**src/rtl/rps_draw_pkg.sv**
```systemverilog
// Shared types and constants for the rock-paper-scissors framebuffer draw scheduler.
// Holds the FSM encoding, the panel identity, and the colour/choice decode helpers.
package rps_draw_pkg;

    typedef enum logic [1:0] {
        S_IDLE  = 2'd0,
        S_SCAN  = 2'd1,
        S_DRAIN = 2'd2,
        S_DONE  = 2'd3
    } state_t;

    typedef enum logic {
        GNT_USER = 1'b0,
        GNT_COMP = 1'b1
    } panel_t;

    localparam logic [2:0] C_INK     = 3'b010;
    localparam logic [2:0] C_BG_USER = 3'b000;
    localparam logic [2:0] C_BG_COMP = 3'b111;

    localparam logic [1:0] CH_ROCK    = 2'b00;
    localparam logic [1:0] CH_SCISSOR = 2'b01;

    localparam int SCREEN_W = 160;

    // Codes 10 and 11 both mean paper.
    function automatic logic sel_q(input logic [1:0] ch, input logic qr, input logic qs,
                                   input logic qp);
        logic q;
        case (ch)
            CH_ROCK:    q = qr;
            CH_SCISSOR: q = qs;
            default:    q = qp;
        endcase
        return q;
    endfunction

    function automatic logic [2:0] pix_colour(input logic q, input panel_t p);
        logic [2:0] c;
        if (!q)                c = C_INK;
        else if (p == GNT_COMP) c = C_BG_COMP;
        else                   c = C_BG_USER;
        return c;
    endfunction

endpackage

```
**src/rtl/rps_panel_scanner.sv**
```systemverilog
// Raster scanner for one panel: local x/y counters, origin offset and the
// full-screen ROM address y*160+x, plus a flag marking the panel's last pixel.
module rps_panel_scanner #(
    parameter int PANEL_W = 80,
    parameter int PANEL_H = 120
) (
    input  logic        CLOCK_50,
    input  logic        reset_n,
    input  logic        start,
    input  logic        step,
    input  logic [7:0]  x_org,
    output logic [7:0]  x_abs,
    output logic [6:0]  y_abs,
    output logic [14:0] rom_addr,
    output logic        last
);

    logic [7:0]  lx;
    logic [6:0]  ly;
    logic [14:0] y15;

    always_ff @(posedge CLOCK_50 or negedge reset_n) begin
        if (!reset_n) begin
            lx <= '0;
            ly <= '0;
        end else if (start) begin
            lx <= '0;
            ly <= '0;
        end else if (step) begin
            if (lx == 8'(PANEL_W - 1)) begin
                lx <= '0;
                ly <= (ly == 7'(PANEL_H - 1)) ? 7'd0 : ly + 7'd1;
            end else begin
                lx <= lx + 8'd1;
            end
        end
    end

    assign x_abs = x_org + lx;
    assign y_abs = ly;
    assign y15   = {8'd0, ly};
    // 160 = 128 + 32, so the multiply collapses to two shifts and an add.
    assign rom_addr = (y15 << 7) + (y15 << 5) + {7'd0, x_abs};
    assign last     = (lx == 8'(PANEL_W - 1)) && (ly == 7'(PANEL_H - 1));

endmodule

```
**src/rtl/rps_draw_scheduler.sv**
```systemverilog
// Round-robin scheduler sharing the vga_adapter plot port between the user and
// computer panels; scans the granted panel through the sprite ROMs one pixel per cycle.
module rps_draw_scheduler
    import rps_draw_pkg::*;
#(
    parameter int PANEL_W = 80,
    parameter int PANEL_H = 120,
    parameter int X_USER  = 80,
    parameter int X_COMP  = 0,
    parameter int ROM_LAT = 1
) (
    input  logic        CLOCK_50,
    input  logic        reset_n,
    input  logic        req_user,
    input  logic [1:0]  choice_user,
    input  logic        req_comp,
    input  logic [1:0]  choice_comp,
    output logic [14:0] rom_addr,
    input  logic        q_r,
    input  logic        q_s,
    input  logic        q_p,
    output logic        plot,
    output logic [7:0]  x,
    output logic [6:0]  y,
    output logic [2:0]  colour,
    output logic        busy,
    output logic        done_user,
    output logic        done_comp
);

    localparam int DW = $clog2(ROM_LAT + 1);

    state_t         state, state_nxt;
    panel_t         last_grant, gnt;
    logic           pend_u, pend_c;
    logic [1:0]     choice;
    logic [7:0]     x_org;
    logic [DW-1:0]  drain_cnt;
    logic           grant_u, grant_c, step, last;
    logic [7:0]     x_abs;
    logic [6:0]     y_abs;

    logic [ROM_LAT:1]       vld_pipe;
    logic [ROM_LAT:1][7:0]  x_pipe;
    logic [ROM_LAT:1][6:0]  y_pipe;

    rps_panel_scanner #(
        .PANEL_W (PANEL_W),
        .PANEL_H (PANEL_H)
    ) u_scan (
        .CLOCK_50 (CLOCK_50),
        .reset_n  (reset_n),
        .start    (grant_u | grant_c),
        .step     (step),
        .x_org    (x_org),
        .x_abs    (x_abs),
        .y_abs    (y_abs),
        .rom_addr (rom_addr),
        .last     (last)
    );

    always_comb begin
        state_nxt = state;
        grant_u   = 1'b0;
        grant_c   = 1'b0;
        step      = 1'b0;
        case (state)
            S_IDLE: begin
                // On a tie the panel not served last time wins.
                if (pend_u && (!pend_c || last_grant == GNT_COMP)) begin
                    grant_u   = 1'b1;
                    state_nxt = S_SCAN;
                end else if (pend_c) begin
                    grant_c   = 1'b1;
                    state_nxt = S_SCAN;
                end
            end
            S_SCAN: begin
                step = 1'b1;
                if (last) state_nxt = S_DRAIN;
            end
            S_DRAIN: if (drain_cnt == DW'(ROM_LAT)) state_nxt = S_DONE;
            S_DONE:  state_nxt = S_IDLE;
            default: state_nxt = S_IDLE;
        endcase
    end

    always_ff @(posedge CLOCK_50 or negedge reset_n) begin
        if (!reset_n) begin
            state      <= S_IDLE;
            last_grant <= GNT_COMP;
            gnt        <= GNT_USER;
            pend_u     <= 1'b0;
            pend_c     <= 1'b0;
            choice     <= '0;
            x_org      <= '0;
            drain_cnt  <= '0;
        end else begin
            state     <= state_nxt;
            // A request arriving on the grant cycle survives the clear.
            pend_u    <= req_user | (pend_u & ~grant_u);
            pend_c    <= req_comp | (pend_c & ~grant_c);
            drain_cnt <= (state == S_DRAIN) ? drain_cnt + 1'b1 : '0;
            if (grant_u || grant_c) begin
                gnt        <= grant_c ? GNT_COMP : GNT_USER;
                last_grant <= grant_c ? GNT_COMP : GNT_USER;
                choice     <= grant_c ? choice_comp : choice_user;
                x_org      <= grant_c ? 8'(X_COMP) : 8'(X_USER);
            end
        end
    end

    always_ff @(posedge CLOCK_50 or negedge reset_n) begin
        if (!reset_n) begin
            vld_pipe <= '0;
            x_pipe   <= '0;
            y_pipe   <= '0;
            plot     <= 1'b0;
            x        <= '0;
            y        <= '0;
            colour   <= '0;
        end else begin
            vld_pipe[1] <= step;
            x_pipe[1]   <= x_abs;
            y_pipe[1]   <= y_abs;
            for (int i = 2; i <= ROM_LAT; i++) begin
                vld_pipe[i] <= vld_pipe[i-1];
                x_pipe[i]   <= x_pipe[i-1];
                y_pipe[i]   <= y_pipe[i-1];
            end
            plot   <= vld_pipe[ROM_LAT];
            x      <= vld_pipe[ROM_LAT] ? x_pipe[ROM_LAT] : 8'd0;
            y      <= vld_pipe[ROM_LAT] ? y_pipe[ROM_LAT] : 7'd0;
            colour <= vld_pipe[ROM_LAT] ? pix_colour(sel_q(choice, q_r, q_s, q_p), gnt) : 3'd0;
        end
    end

    assign busy      = (state != S_IDLE);
    assign done_user = (state == S_DONE) && (gnt == GNT_USER);
    assign done_comp = (state == S_DONE) && (gnt == GNT_COMP);

endmodule

```
**config.mk**
```make
export PLATFORM = sky130hd
export DESIGN_NAME = rps_draw_scheduler
export DESIGN_NICKNAME = d
export VERILOG_FILES = /design/src/rtl/rps_draw_pkg.sv /design/src/rtl/rps_panel_scanner.sv /design/src/rtl/rps_draw_scheduler.sv
export SDC_FILE = /design/constraint.sdc
export NUM_CORES = 1
export LEC_CHECK = 0
export CAP_MARGIN = 20
export CORE_ASPECT_RATIO = 1.4
export CORE_MARGIN = 10
export CORE_UTILIZATION = 54
export DETAILED_ROUTE_END_ITERATION = 10
export PLACE_DENSITY_LB_ADDON = 0.12
export SYNTH_ARGS = -nofsm -noshare
export SYNTH_HDL_FRONTEND = slang
export SYNTH_HIERARCHICAL = 1
export SYNTH_SLANG_ARGS = --single-unit
```
**constraint.sdc**
```tcl
create_clock -name CLOCK_50 -period 3.9 [get_ports CLOCK_50]
set_input_delay 0.585 -clock CLOCK_50 [delete_from_list [all_inputs] [get_ports CLOCK_50]]
set_output_delay 0.585 -clock CLOCK_50 [all_outputs]
set_load 0.05 [all_outputs]
```
# Word-level counts from Yosys, hierarchy flattened
# Cells that the tools add are included.
[word_totals]
ff_bits = 67
word_cells = 82
[op_classes]
addsub = 6
eq_ne = 9
n_mux = 28
bitwise_logic = 8
reduce_logical = 14
[ops]
columns = ["cell", "n"]
rows = [
  ["7-bit two-way mux", 6],
  ["8-bit two-way mux", 4],
  ["14-bit by 12-bit adder with 15-bit output", 1],
  ["15-bit by 8-bit adder with 15-bit output", 1],
  ["2-bit two-way mux", 5],
  ["3-bit two-way mux", 3],
  ["8-bit by 1-bit adder with 8-bit output, second input constant", 1],
  ["8-bit adder", 1],
  ["8-bit by 7-bit == test with 1-bit output, second input constant", 1],
  ["1-bit two-way mux", 8],
  ["2-bit case mux with 4 select lines", 1],
  ["7-bit by 1-bit adder with 7-bit output, second input constant", 1],
  ["7-bit == test, second input constant", 1],
  ["2-bit nonzero test", 3],
  ["2-bit by 1-bit == test with 1-bit output, second input constant", 2],
  ["2-bit == test, second input constant", 2],
  ["1-bit logical AND", 4],
  ["2-bit zero test", 2],
  ["2-bit inequality test, second input constant", 2],
  ["3-bit inequality test, second input constant", 1],
  ["1-bit inverter", 3],
  ["1-bit bitwise OR", 3],
  ["3-bit AND reduction", 1],
  ["1-bit bitwise AND", 2],
  ["other kinds (5)", 6],
]

# Longest topological paths before layout
# Gate-level depths: netlist (run 1).
[depth]
word_depth = 8
mapped_depth = 13
depth_no_buf = 13

# Hierarchy
# The synthesis (run 1) kept the hierarchy.
[modules_own_cells]
columns = ["mod", "instances", "cells_each", "area_each_um2"]
rows = [
  ["rps_panel_scanner", 1, 177, 1577.8],
  ["rps_draw_scheduler", 1, 109, 1520.2],
]

# Least setup slack after synthesis (run 1)
# No wires, ideal clock.
[synth_path]
path_type = "register to output"
from = "reg u_scan.lx[4]"
to = "out rom_addr[12]"
arrival_ns = 3.302
slack_ns = 0.013
stages_incl_launch_ff = 10
path_cell_list = "dfrtp_1 ha_1 o41ai_1 xnor2_1 fa_1 fa_1 a21o_1 a21oi_1 or4b_1 o2111ai_1"
[synth_via]
elab_chain_len = 2
[synth_rtl]
columns = ["element", "line_no", "rtl"]
rows = [
  ["from (decl)", "rps_panel_scanner.sv:18", "logic [7:0] lx;"],
  ["from (signal assigned)", "rps_panel_scanner.sv:34", "lx <= lx + 8'd1;"],
  ["8-bit adder", "rps_panel_scanner.sv:39", "assign x_abs = x_org + lx;"],
  ["net x_abs[7]", "rps_draw_scheduler.sv:40", "logic [7:0] x_abs;"],
  ["15-bit by 8-bit adder with 15-bit output", "rps_panel_scanner.sv:43", "assign rom_addr = (y15 << 7) + (y15 << 5) + {7'd0, x_abs};"],
  ["to (decl)", "rps_draw_scheduler.sv:18", "output logic [14:0] rom_addr,"],
]
# The timed path passes the listed nets, and every way through them passes these cells.

# Worst setup path in the final report (run 1)
[layout_path]
from = "reg x_org[4]"
to = "out rom_addr[12]"
[layout_via]
elab_chain_len = 2
[layout_rtl]
columns = ["element", "line_no", "rtl"]
rows = [
  ["from (decl)", "rps_draw_scheduler.sv:37", "logic [7:0] x_org;"],
  ["from (signal assigned)", "rps_draw_scheduler.sv:108", "x_org <= grant_c ? 8'(X_COMP) : 8'(X_USER);"],
  ["8-bit adder", "rps_panel_scanner.sv:39", ""],
  ["net x_abs[6]", "rps_draw_scheduler.sv:40", ""],
  ["15-bit by 8-bit adder with 15-bit output", "rps_panel_scanner.sv:43", ""],
]
# The timed path passes the listed nets, and every way through them passes these cells.

==> summary.md, run 1 <==
| Metric | Value |
|---|---|
| Post-Synthesis Cell Area | `3098 um^2` |
| F_max | `258.4 MHz` |
| Worst path max stage delay | `0.49 ns` |
| Flop and latch count out of synthesis | `59` |
| Critical path's most frequent cell | `ha_4` |
| Fillers | `409` |
| CP Launch Type | `register` |
| Power Density | `305.4 nW/um^2` |
| H-tree depth | `3` |
| Ranking of synthesized cells by area | `dfrtp_1 (47%), ha_1 (11%), and2_1 (3.2%)` |
| Area share of the largest cell type after synthesis | `46.85%` |
| Ports | `48` |
| Initial antenna violation count | `0` |
| Die area | `9210 um^2` |
| Area Growth Syn to Fin | `30.49%` |
| Fin. Hold Viols | `0` |
| Port Buf Inserts | `47` |
| CTS max path bufs | `2` |
| TritonCTS Sinks | `59` |
| Hold Buf Count CTS | `0` |
| RSZ-0062 raised after global routing | `true` |
| Largest delay contributor family on the critical path | `adder cells` |
| Yosys Warn Count | `6` |
| Synth Flop Type | `dfrtp_1` |
| CP Class | `register to output port` |
| Vias per inst | `5.590` |
| WL per Instance | `16.56 um` |
| Number of flops mapped to enable cells by yosys | `0` |
| Status | `finished clean` |
| Final instance area | `4043 um^2` |
| Ratio of cells with drive above 1 in the final layout | `17.90%` |
| Final Skew | `0.006934 ns` |
| Ys async rst share | `100.0%` |
| Worst slew margin | `56.95%` |
| Antenna cells | `0` |
| Seq/Total Area, Yosys | `47.70%` |
| DRC | `0` |
| Inst Count DP | `401` |
| Grt total ovfl | `0` |
| R2R Path Start | `u_scan/lx[5]$_DFFE_PN0P_` |
| Placed wire-length estimate | `5014 um` |
| Max Slew Vio Count | `0` |
| CP max-delay cell | `or4b_4` |
| R2R setup slack | `1.36 ns` |
| Synth Instances | `286` |
| CP bufs+invs | `2` |
| Fin crit period | `3.869 ns` |
| Core area | `5525 um^2` |
| Post-route non-filler standard cell count | `420` |
| Max-cap viol count | `0` |
| Crit path max fanout | `4` |
| Placer Congestion | `0.8093` |
| CTS Buf Count | `9` |
| Critical path arrival | `3.28 ns` |
| DRT Wirelength | `6955 um` |
| Global Route Usage Sum | `15.25%` |
| Post-Place Cell Area | `3707 um^2` |
| Final Util | `73.17%` |
| Layout Nets | `388` |
| Static Leak | `1.865 nW` |
| Worst R2R Path Depth | `8` |
| Initial Utilization | `56.07%` |
| Worst EP required | `3.31 ns` |
| TritonRoute pass-1 iters | `6` |
| IR Drop Worst-Case VDD | `0.0001881 V` |
| Final Setup Violations | `0` |
| Crit Reg-Reg Endpoint | `state[1]$_DFFE_PN0P_` |
| Starting DRT DRC Count | `139` |
| Die Wd | `84.02 um` |
| Synth unique cells | `56` |
| Yosys top cell by area | `dfrtp_1` |
| Vias | `2348` |
| Largest net degree at the start of global routing | `33` |
| Fin crit share | `99.21%` |
| CP Cell Sequence | `ha_4, inv_2, nor3_1, a221oi_2, nand3_2, ha_4, ha_4, fa_2, a21o_1, a21oi_4, or4b_4, o2111ai_2, clkbuf_16` |
| Worst Setup End Kind | `output port` |
| Clock network latency to the later pin of the worst-skew pair | `0.33 ns` |
| Vias in the first global route | `2342` |
| FP Rows | `32` |
| Final ANT Viol Nets | `0` |
| Root buffer cell | `clkbuf_8` |
| Cell with the most instances after synthesis | `dfrtp_1` |
| HP Class | `input port to async pin` |
| First-pass GRT wire length | `11440 um` |
| Mapped Avg Cell Area | `10.83 um^2` |
| Total Power | `1.234 mW` |
| Worst-Margin Slew | `0.6457 ns` |
| Synth top cells by count | `dfrtp_1 (58), ha_1 (27), nor2_1 (17)` |
| TritonCTS clock tree | `yes` |
| Clk pin slew, worst setup/hold paths | `0.07 ns` |
| Final hold slack | `0.2517 ns` |
| Die H | `109.6 um` |
cells in the final DEF, fill, tap and decap left out, drive strengths merged, types with 3 or more instances in the layout:
cell type	synthesis	layout
clkinvlp	1	4
nor2b	8	8
nor4b	3	3
conb	1	7
and3	7	7
ha	27	27
clkbuf	3	11
buf	7	15
o21ai	18	18
xor2	5	5
inv	11	11
clkinv	0	3
nand3	8	8
nor3	9	9
fa	3	3
a21o	7	7
nand4	3	3
and2	17	17
a21oi	11	11
a211oi	3	3
nand2	15	15
nor2	18	18
clkdlybuf4s50	0	38
xnor2	9	9
a31oi	5	5
dfrtp	58	58
worst register-to-register path, stage by stage, from the launching register on:
cell	delay, ns
dfrtp_1	0.41
buf_4	0.15
buf_4	0.15
or4b_4	0.57
nor2_1	0.16
and3_1	0.18
clkinvlp_2	0.10
a221oi_2	0.35
mux2_1	0.36
layer usage:
| layer | vias up | GRT usage (%) | wire, um |
|---|---|---|---|
| met5 | - | 0 | 0 |
| met4 | 0 | 8.034 | 102 |
| met3 | 7 | 3.701 | 320 |
| met2 | 72 | 27.28 | 3740 |
| met1 | 1145 | 16.41 | 2793 |
| li1 | 1124 | - | - |
through the flow:
step,worst slack (ns),setup TNS [ns]
final,0.03067,0
after global routing,-0.05971,-0.1484
after CTS,-0.06408,-0.06408
after detailed placement,0.03375,0
after global placement,0.1276,0
after floorplan,0.01274,0
final cells by class:
| type | instances | area (um^2) | share of cell area, % |
|---|---|---|---|
| multi-input cells | 211 | 1662 | 41.10 |
| clock inverters | 6 | 41.29 | 1.021 |
| well taps | 68 | 85.08 | 2.105 |
| repair buffers | 54 | 590.6 | 14.61 |
| flip-flops and latches | 59 | 1480 | 36.61 |
| inverters | 12 | 46.29 | 1.145 |
| clock buffers | 10 | 137.6 | 3.405 |
kinds of logic (layout without fill, tap and decap cells):
kind of cell             count (synthesis)  in the layout  synth area share (%)
buffers and inverters                   22             82                 3.473
adder cells (fa/ha/maj)                 30             30                 12.84
other                                    1              7                0.1210
AO/OA/AOI/OAI                           59             59                 12.92
XOR/XNOR                                14             14                 3.958
AND/OR/NAND/NOR                         97             97                 17.61
multiplexers                             4              4                 1.373
flip-flops                              59             59                 47.70
registers in the layout, indices dropped and copies added (netlist names):
| name | flops |
|---|---|
| colour | 2 |
| u_scan/lx | 8 |
| vld_pipe | 1 |
| u_scan/y_abs | 7 |
| last_grant | 1 |
| x_org | 1 |
| pend_c | 1 |
| x_pipe | 8 |
| pend_u | 1 |
| state | 2 |
| y | 7 |
| y_pipe | 7 |
| x | 8 |
| gnt | 1 |
| drain_cnt | 1 |
| choice | 2 |
| plot | 1 |
power breakdown:
group	internal, mW	total, mW	switching, mW
Combinational	0.0422	0.114	0.0718
Sequential	0.625	0.629	0.00403
Clock	0.246	0.491	0.245
how the worst max path moves through the flow:
stage                                   from  slack, ns  depth (start not counted)            to
floorplan           u_scan/lx[4]$_DFFE_PN0P_       0.01                          9  rom_addr[12]
detailed placement      x_org[4]$_DFFE_PN0P_       0.03                         10  rom_addr[12]
finish                  x_org[4]$_DFFE_PN0P_       0.03                         13  rom_addr[12]
global placement        x_org[4]$_DFFE_PN0P_       0.13                         10  rom_addr[12]
global route            x_org[4]$_DFFE_PN0P_      -0.06                         12  rom_addr[12]
CTS                     x_org[4]$_DFFE_PN0P_      -0.06                         10  rom_addr[12]
what timing repair did:
action,in CTS,in global routing
pin swaps,7,9
endpoints found under the setup margin,5,5
setup buffers,2,1
gates resized for setup,10,16
Power figures use the tool's default switching activity.
==> inputs of run 2 (changes only) <==
--- a/config.mk
+++ b/config.mk
@@ -9,6 +9,7 @@
 export CORE_ASPECT_RATIO = 1.4
 export CORE_MARGIN = 10
 export CORE_UTILIZATION = 54
+export CTS_CLUSTER_DIAMETER = 60
 export DETAILED_ROUTE_END_ITERATION = 10
 export PLACE_DENSITY_LB_ADDON = 0.12
 export SYNTH_ARGS = -nofsm -noshare
==> results of run 2 <==
Same layout as run 1: the final DEF is identical, and so are final timing and power.
